$ cat src/rtl/apb4_arb_pkg.sv
// rtl/apb4_arb_pkg.sv - shared types and constants for the APB4 round-robin arbiter
//
// Contents:
//   arb_state_e  arbiter transfer state (IDLE -> SETUP -> ACCESS)
//   ARB_MAX_REQ  largest supported requester count
//   PPROT_W      width of the APB4 pprot attribute
package apb4_arb_pkg;

    typedef enum logic [1:0] {
        ST_IDLE   = 2'd0,
        ST_SETUP  = 2'd1,
        ST_ACCESS = 2'd2
    } arb_state_e;

    localparam int ARB_MAX_REQ = 8;
    localparam int PPROT_W     = 3;

endpackage

$ cat src/rtl/apb4_rr_picker.sv
// rtl/apb4_rr_picker.sv - combinational round-robin pick of one request
//
// Ports:
//   req    in   NUM_REQ  pending requests
//   ptr    in   IW       highest-priority index this round
//   grant  out  NUM_REQ  one-hot winner, 0 when no request
//   idx    out  IW       index of the winner
//   valid  out  1        at least one request present
module apb4_rr_picker
    import apb4_arb_pkg::*;
#(
    parameter  int NUM_REQ = 2,
    localparam int IW      = (NUM_REQ > 1) ? $clog2(NUM_REQ) : 1
) (
    input  logic [NUM_REQ-1:0] req,
    input  logic [IW-1:0]      ptr,
    output logic [NUM_REQ-1:0] grant,
    output logic [IW-1:0]      idx,
    output logic               valid
);

    // Scan from ptr upwards, wrapping, and keep the first hit.
    always_comb begin : pick
        int j;
        grant = '0;
        idx   = '0;
        valid = 1'b0;
        j     = 0;
        for (int i = 0; i < NUM_REQ; i++) begin
            j = int'(ptr) + i;
            if (j >= NUM_REQ) begin
                j = j - NUM_REQ;
            end
            if (!valid && req[j]) begin
                valid    = 1'b1;
                grant[j] = 1'b1;
                idx      = IW'(j);
            end
        end
    end

endmodule

$ cat src/rtl/apb4_rr_arbiter.sv
// rtl/apb4_rr_arbiter.sv - N-to-1 APB4 round-robin requester arbiter
//
// Optional feature: define APB4_ARB_TIMEOUT_EN to abort an ACCESS phase
// that has waited TIMEOUT_CYC cycles, answering the requester with pslverr.
//
// Ports:
//   clk_i, rst_i                 clock, async active-high reset
//   req_psel_i/penable_i/pwrite_i  per-requester control (NUM_REQ each)
//   req_paddr_i/pprot_i/pstrb_i/pwdata_i  per-requester fields, packed, req0 in LSBs
//   req_pready_o/req_pslverr_o   per-requester response (granted one only)
//   req_prdata_o                 shared read data, valid with req_pready_o
//   psel_o..pwdata_o             slave request
//   prdata_i/pready_i/pslverr_i  slave response
//   grant_o                      one-hot owner, 0 in IDLE
module apb4_rr_arbiter
    import apb4_arb_pkg::*;
#(
    parameter int NUM_REQ     = 2,
    parameter int ADDR_WIDTH  = 32,
    parameter int DATA_WIDTH  = 32,
    parameter int TIMEOUT_CYC = 256
) (
    input  logic                              clk_i,
    input  logic                              rst_i,
    input  logic [NUM_REQ-1:0]                req_psel_i,
    input  logic [NUM_REQ-1:0]                req_penable_i,
    input  logic [NUM_REQ-1:0]                req_pwrite_i,
    input  logic [NUM_REQ*ADDR_WIDTH-1:0]     req_paddr_i,
    input  logic [NUM_REQ*PPROT_W-1:0]        req_pprot_i,
    input  logic [NUM_REQ*DATA_WIDTH/8-1:0]   req_pstrb_i,
    input  logic [NUM_REQ*DATA_WIDTH-1:0]     req_pwdata_i,
    output logic [NUM_REQ-1:0]                req_pready_o,
    output logic [DATA_WIDTH-1:0]             req_prdata_o,
    output logic [NUM_REQ-1:0]                req_pslverr_o,
    output logic                              psel_o,
    output logic                              penable_o,
    output logic                              pwrite_o,
    output logic [ADDR_WIDTH-1:0]             paddr_o,
    output logic [PPROT_W-1:0]                pprot_o,
    output logic [DATA_WIDTH/8-1:0]           pstrb_o,
    output logic [DATA_WIDTH-1:0]             pwdata_o,
    input  logic [DATA_WIDTH-1:0]             prdata_i,
    input  logic                              pready_i,
    input  logic                              pslverr_i,
    output logic [NUM_REQ-1:0]                grant_o
);

    localparam int IW = (NUM_REQ > 1) ? $clog2(NUM_REQ) : 1;
    localparam int SW = DATA_WIDTH / 8;

    arb_state_e           state;
    logic [NUM_REQ-1:0]   grant;
    logic [IW-1:0]        gidx;
    logic [IW-1:0]        ptr;
    logic [NUM_REQ-1:0]   pick_grant;
    logic [IW-1:0]        pick_idx;
    logic                 pick_valid;
    logic                 tmo;
    logic                 done;

    apb4_rr_picker #(.NUM_REQ(NUM_REQ)) u_picker (
        .req   (req_psel_i),
        .ptr   (ptr),
        .grant (pick_grant),
        .idx   (pick_idx),
        .valid (pick_valid)
    );

`ifdef APB4_ARB_TIMEOUT_EN
    localparam int CW = ($clog2(TIMEOUT_CYC + 1) > 8) ? $clog2(TIMEOUT_CYC + 1) : 8;
    logic [CW-1:0] tmo_cnt;

    // Counts ACCESS cycles spent waiting; cleared whenever ACCESS is left.
    always_ff @(posedge clk_i or posedge rst_i) begin
        if (rst_i) begin
            tmo_cnt <= '0;
        end else if (state == ST_ACCESS && !pready_i) begin
            tmo_cnt <= tmo_cnt + 1'b1;
        end else begin
            tmo_cnt <= '0;
        end
    end

    assign tmo = (state == ST_ACCESS) && !pready_i && (tmo_cnt == CW'(TIMEOUT_CYC - 1));
`else
    logic unused_timeout;
    assign unused_timeout = ^TIMEOUT_CYC;
    assign tmo            = 1'b0;
`endif

    assign done    = (state == ST_ACCESS) && (pready_i || tmo);
    assign grant_o = grant;

    always_ff @(posedge clk_i or posedge rst_i) begin
        if (rst_i) begin
            state <= ST_IDLE;
            grant <= '0;
            gidx  <= '0;
            ptr   <= '0;
        end else begin
            case (state)
                ST_IDLE: begin
                    if (pick_valid) begin
                        grant <= pick_grant;
                        gidx  <= pick_idx;
                        state <= ST_SETUP;
                    end
                end
                ST_SETUP: begin
                    state <= ST_ACCESS;
                end
                ST_ACCESS: begin
                    if (done) begin
                        state <= ST_IDLE;
                        grant <= '0;
                        ptr   <= (gidx == IW'(NUM_REQ - 1)) ? '0 : gidx + 1'b1;
                    end
                end
                default: begin
                    state <= ST_IDLE;
                    grant <= '0;
                end
            endcase
        end
    end

    // grant is zero in IDLE, so every forwarded field collapses to 0 there.
    // A requester that dropped psel/penable mid-transfer gets no response.
    always_comb begin
        psel_o        = (state != ST_IDLE);
        penable_o     = (state == ST_ACCESS);
        pwrite_o      = 1'b0;
        paddr_o       = '0;
        pprot_o       = '0;
        pstrb_o       = '0;
        pwdata_o      = '0;
        req_pready_o  = '0;
        req_pslverr_o = '0;
        req_prdata_o  = '0;
        for (int i = 0; i < NUM_REQ; i++) begin
            if (grant[i]) begin
                pwrite_o = req_pwrite_i[i];
                paddr_o  = req_paddr_i[i*ADDR_WIDTH +: ADDR_WIDTH];
                pprot_o  = req_pprot_i[i*PPROT_W +: PPROT_W];
                pstrb_o  = req_pstrb_i[i*SW +: SW];
                pwdata_o = req_pwdata_i[i*DATA_WIDTH +: DATA_WIDTH];
                req_pready_o[i]  = done && req_psel_i[i] && req_penable_i[i];
                req_pslverr_o[i] = done && req_psel_i[i] && req_penable_i[i] && (pslverr_i || tmo);
            end
        end
        if (state == ST_ACCESS && !tmo) begin
            req_prdata_o = prdata_i;
        end
    end

endmodule

$ cat config.mk
export PLATFORM = sky130hd
export DESIGN_NAME = apb4_rr_arbiter
export DESIGN_NICKNAME = d
export VERILOG_FILES = /design/src/rtl/apb4_arb_pkg.sv /design/src/rtl/apb4_rr_picker.sv /design/src/rtl/apb4_rr_arbiter.sv
export SDC_FILE = /design/constraint.sdc
export NUM_CORES = 1
export LEC_CHECK = 0
export BUFFER_PORTS_ARGS = -buffer_cell sky130_fd_sc_hd__buf_2
export CAP_MARGIN = 20
export CORE_AREA = 2 2 114 116
export CTS_BUF_LIST = sky130_fd_sc_hd__clkbuf_16
export DETAILED_ROUTE_END_ITERATION = 7
export DIE_AREA = 0 0 116 118
export PLACE_DENSITY = 0.44
export SETUP_SLACK_MARGIN = 0.15
export SYNTH_ARGS = -nofsm -noshare
export SYNTH_HDL_FRONTEND = slang
export SYNTH_HIERARCHICAL = 1
export SYNTH_SLANG_ARGS = --single-unit
$ cat constraint.sdc
create_clock -name clk_i -period 1.2 [get_ports clk_i]
set_input_delay 0.06 -clock clk_i [delete_from_list [all_inputs] [get_ports clk_i]]
set_output_delay 0.06 -clock clk_i [all_outputs]
set_load 0.005 [all_outputs]
==> results of run 1 <==
## layout make-up
cell class,instances,area (µm²)
Timing Repair Buffer,327,1980
Inverter,4,15.0
Multi-Input combinational cell,132,1100
Tap cell,172,215
Antenna cell,3,7.51
Clock buffer,3,75.1
Sequential cell,6,153
Fill cell,1361,8870
## power breakdown
part	internal [mW]	switching, mW	total (mW)
clock	0.428	0.119	0.547
combinational	3.31	2.39	5.70
sequential	0.304	0.0936	0.398
total	4.04	2.60	6.64
## kinds of logic after synthesis
kind of cell	count (synthesis)
AO/OA/AOI/OAI	79
flip-flops	6
multiplexers	2
buffers and inverters	23
AND/OR/NAND/NOR	51
## registers in the layout, summed over array words and instances, names as in the netlist
signal	flops
grant_o	2
gidx	1
ptr	1
state	2
## cell usage after synthesis (all sizes together)
cell     n
clkbuf   3
nor2b    2
inv      4
or2      1
nand3b   1
nand3    3
nor2     6
a21boi   3
buf     16
a211o    2
and3     4
and2    33
o21ai    1
nand2    1
mux2     2
a21oi    1
a22o    72
dfrtp    6
## critical path: stages, from the launching register on
cell	delay, ns
dfrtp_1	0.37
nor2b_4	0.14
buf_4	0.14
buf_12	0.14
a22o_1	0.20
buf_2	0.14
## timing repair
item | 4_1_cts | 5_1_grt
endpoints found under the setup margin | 114 | 116
cloned | 3 | 4
buffers inserted | 13 | 2
pin swaps | 6 | 6
endpoints found under the hold margin | 6 | 0
gates resized for setup | 41 | 8
hold buffers | 1 | 0
## worst max path at each step
stage	cells past startpoint	end	slack, ns
2_1_floorplan	3	gidx	0.09
3_3_place_gp	3	pwdata_o[17]	-0.04
3_5_place_dp	3	pwdata_o[17]	-0.06
4_1_cts	5	pstrb_o[3]	-0.22
5_1_grt	5	pwdata_o[7]	-0.27
6_report	5	paddr_o[30]	-0.22
## metal layers
| layer | global-route usage | routed length, µm | share of wire |
|---|---|---|---|
| met5 | 0 | 0 | 0 |
| met4 | 0.0469 | 255 | 0.026 |
| met3 | 0.0180 | 746 | 0.075 |
| met2 | 0.262 | 5610 | 0.56 |
| met1 | 0.108 | 3360 | 0.34 |
## per-stage QoR
step	TNS, ns	setup WS [ns]	power, mW
global placement	-0.0670	-0.0436	4.62
CTS	-18.17	-0.220	6.26
finish	-18.40	-0.225	6.64
global route	-25.10	-0.272	7.14
detailed placement	-1.05	-0.0633	4.65
floorplan	0	0.0892	2.80
==> impl_metrics.toml, run 1 <==
[cells_and_area]
layout_common_cells = "buf_2, a22o_1, and2_1, buf_6, and2_4"
final_core_util = 0.285
final_cells = 647
layout.nets = 658
layout_commonest_cell = "buf_2"
area_growth_syn_to_layout_pct = 173
final_area_um2 = 3540
drive_gt1_frac = 0.746

[grt]
grt_overflow = 0
antenna_found_initial = 3
grt_max_degree = 34
grt_pass1_wl_mm = 12.8
grt_pass1_vias = 2671
track_usage = 0.122

[setup_path]
worst_setup_path_end_kind = "output port"
critPathKind = "reg -> out"
cp-start-kind = "flip-flop"
reg2reg_depth = 5
rrSetupSlack_ns = -0.14
rr_endpoint = "gidx"
critPathMaxFanout = 15
reg2reg_from = "state[0]"
crit_arrival_ns = 1.36
crit_start = "grant_o[0]"
worstPathRequired_ns = 1.14

[clock_network]
clk_pin_slew_ns = 0.04
clockRootBuffer = "clkbuf_16"
clockBufferDepth = 2
clock-sinks = 6
numCtsBuffers = 3
cts_tree = "done"
cts_max_level = 1
worst_skew_pair.late_latency_ns = 0.23

[synthesis]
ys_ff_latch = 6
synth_cell_types = 25
yosysTopAreaCellShare = 0.486
synth_area_leaders = "a22o_1, and2_1, dfrtp_1, buf_4, buf_2"
yosys.area_share.xor_xnor = 0
yosys_warnings = 6
synth.largest_area_cell = "a22o_1"
ys_seq_area_frac = 0.116
synthCells = 161
synth-adder-area-share = 0
synth_compound_area_frac = 0.524
synthSimpleGateAreaFrac = 0.241
synth_top_family_by_area = "compound AO/OA/AOI/OAI gates"
syn_area_um2 = 1300
synthMuxAreaShare = 0.0202
syn_avg_cell_area_um2 = 8.07
synth_nets = 345

[route]
ant_nets = 0
vias = 2648
routedWlPerCell_um = 15.4
drt-vias-per-instance = 4.09
wirelength_mm = 9.98
drt-initial-drc-count = 65
drc_errors = 0
drt_first_pass_iters = 4

[power]
p_leak_nw = 2.11
power.density_nw_per_um2 = 1880
ir_worst_vdd_mv = 0.875

[hold_path]
hold_depth = 3
hold_path_end = "state[1]"
worstHoldStart = "pready_i"
hp-class = "in -> reg"

[place]
place.gp.congestion = 0.779
post_dp_cell_area_um2 = 2980
port_buffers = 295
post-dp-hpwl_mm = 7.69
post-place-cells = 618

[timing]
finalClockSkew_ns = 0.00334
final.min_clock_period_ns = 1.42
setup_viol = 113
relSlewSlack = 0.825
tightest_slew_ns = 0.261
drv_slew = 0
hold_violations = 0
final.setup.worst_slack_ns = -0.225
max_freq_mhz = 702
rsz0062_at_grt = "yes"
fin_crit_sh = 1.19
hold_slack_ns = 0.280

[floorplanning]
core_um2 = 12400
die_h_um = 118
ios = 296
fp.dieW_um = 116
fp-row-count = 41
die-area_um2 = 13700
initial_core_util = 0.105

[outcome]
violations = "setup timing"
outcome = "finished with violations"

[job]
drv_cap = 0
(Power assumes the default switching activity.)
==> inputs of run 2 (changes only) <==
Settings changed: REMOVE_ABC_BUFFERS set to 1, SKIP_CTS_REPAIR_TIMING set to 1.
==> impl_metrics.toml, run 2 (same netlist as run 1, synthesis figures left out) <==
[outcome]
outcome = "finished with violations"
violations = "setup timing"

[route]
drc_errors = 0
vias = 2612
drt-vias-per-instance = 4.06
ant_nets = 0
routedWlPerCell_um = 15.8
wirelength_mm = 10.2
drt-initial-drc-count = 65
drt_first_pass_iters = 4

[timing]
fin_crit_sh = 1.23
tightest_slew_ns = 0.277
final.setup.worst_slack_ns = -0.271
drv_slew = 0
setup_viol = 110
relSlewSlack = 0.815
finalClockSkew_ns = 0.00356
rsz0062_at_grt = "yes"
hold_violations = 0
final.min_clock_period_ns = 1.47
max_freq_mhz = 680

[cells_and_area]
layout_common_cells = "buf_2, a22o_1, and2_1, buf_6, clkbuf_16"
drive_gt1_frac = 0.745
layout.nets = 652
area_growth_syn_to_layout_pct = 169
final_cells = 644
layout_commonest_cell = "buf_2"
nFillCells = 1402

[place]
port_buffers = 295
post-place-cells = 619
post-dp-hpwl_mm = 8.04
place.gp.congestion = 0.901
pre_cts_slack_ns = -0.104

[grt]
antenna_found_initial = 6
grt_pass1_wl_mm = 12.6
grt_overflow = 0
track_usage = 0.118
grt_max_degree = 73
grt_pass1_vias = 2394

[power]
switching_share = 0.403
combPwrFrac = 0.852
internal_power_mw = 3.93
power.density_nw_per_um2 = 1880
seqPwrFrac = 0.064
ir_worst_vdd_mv = 0.785
p_leak_nw = 2.09
p_switching_mw = 2.65
power.total_mw = 6.58
pwr-share-clk = 0.084

[setup_path]
reg2reg_from = "state[0]"
worst_setup_path_end_kind = "output port"
crit_chain = "buf_4 -> clkbuf_16 -> a22o_4 -> buf_2"
critPathMaxFanout = 18
crit_start = "grant_o[1]"
crit_arrival_ns = 1.41
cp_slowest_cell = "dfrtp_2"
crit_end = "pwdata_o[22]"
worstSetupPathDepth = 4
reg2reg_depth = 5
worstPathRequired_ns = 1.14
rrSetupSlack_ns = -0.13
cp-start-kind = "flip-flop"
max_stage_delay_ns = 0.44
rr_endpoint = "gidx"
cp_top_family = "buffers and inverters"
critPathKind = "reg -> out"
cp_num_buf_inv = 3

[job]
drv_cap = 0

[floorplanning]
core_um2 = 12400
die-area_um2 = 13700
die_h_um = 118
fp-row-count = 41
initial_core_util = 0.105
fp.dieW_um = 116
ios = 296

[clock_network]
cts_tree = "done"
clk_pin_slew_ns = 0.04
cts_max_level = 1
clock-sinks = 6
worst_skew_pair.late_latency_ns = 0.23
numCtsBuffers = 3
clockBufferDepth = 2
clockRootBuffer = "clkbuf_16"

[hold_path]
hp-class = "in -> reg"
run 2: cell count changes in the layout (fill, tap and decap cells not counted), moves of 4 or more:
cell and change:
a22o_1 -4, a22o_4 +4, and2_1 +5, and2_4 -5
buf_6 -8
run 2: tightest hold or removal path, stage by stage:
cell and delay (ns):
buf_2 0.13, nor2_2 0.12, mux2_2 0.16
run 2: worst min-delay path by stage:
stage	to	startpoint	slack (ns)	cells after the start
after global routing	state[1]	pready_i	0.29	3
after floorplan	gidx	rst_i	-0.15	1
after detailed placement	state[1]	rst_i	0.007	2
after CTS	state[1]	rst_i	-0.23	2
final	state[1]	pready_i	0.27	3
after global placement	state[1]	rst_i	-0.004	2
run 2: power groups by stage:
stage	combinational (mW)	sequential, mW	clock [mW]
2_1_floorplan	1.79	0.594	0
3_3_place_gp	4.36	0.407	0
3_5_place_dp	4.41	0.412	0
4_1_cts	4.41	0.411	0.562
5_1_grt	6.09	0.439	0.576
6_report	5.61	0.420	0.553
run 2: layout make-up:
type	count	area, µm²	area share
Clock buffer	3	75.1	0.0215
Clock inverter	1	3.75	0.00107
Sequential cell	6	154	0.0441
Antenna cell	5	12.5	0.00358
Inverter	4	15.0	0.00430
Tap cell	172	215	0.0616
Timing Repair Buffer	321	1910	0.546
Multi-Input combinational cell	132	1110	0.318
run 2: metrics by stage:
stage	setup TNS (ns)	hold slack [ns]	instance area, µm²	utilization
floorplan	-207.24	-0.149	1180	-
global placement	-0.284	-0.00437	3000	0.241
detailed placement	-0.909	0.00667	3000	0.241
CTS	-21.26	-0.234	3080	0.248
global route	-27.14	0.294	3490	0.281
finish	-21.24	0.272	3490	0.281
run 2: routing by layer:
metal  wire [µm]  GRT usage  part of all wire
met5           0          0                 0
met3         990     0.0247             0.097
met1        3820      0.129              0.38
met4         211     0.0342             0.021
met2        5160      0.223              0.51
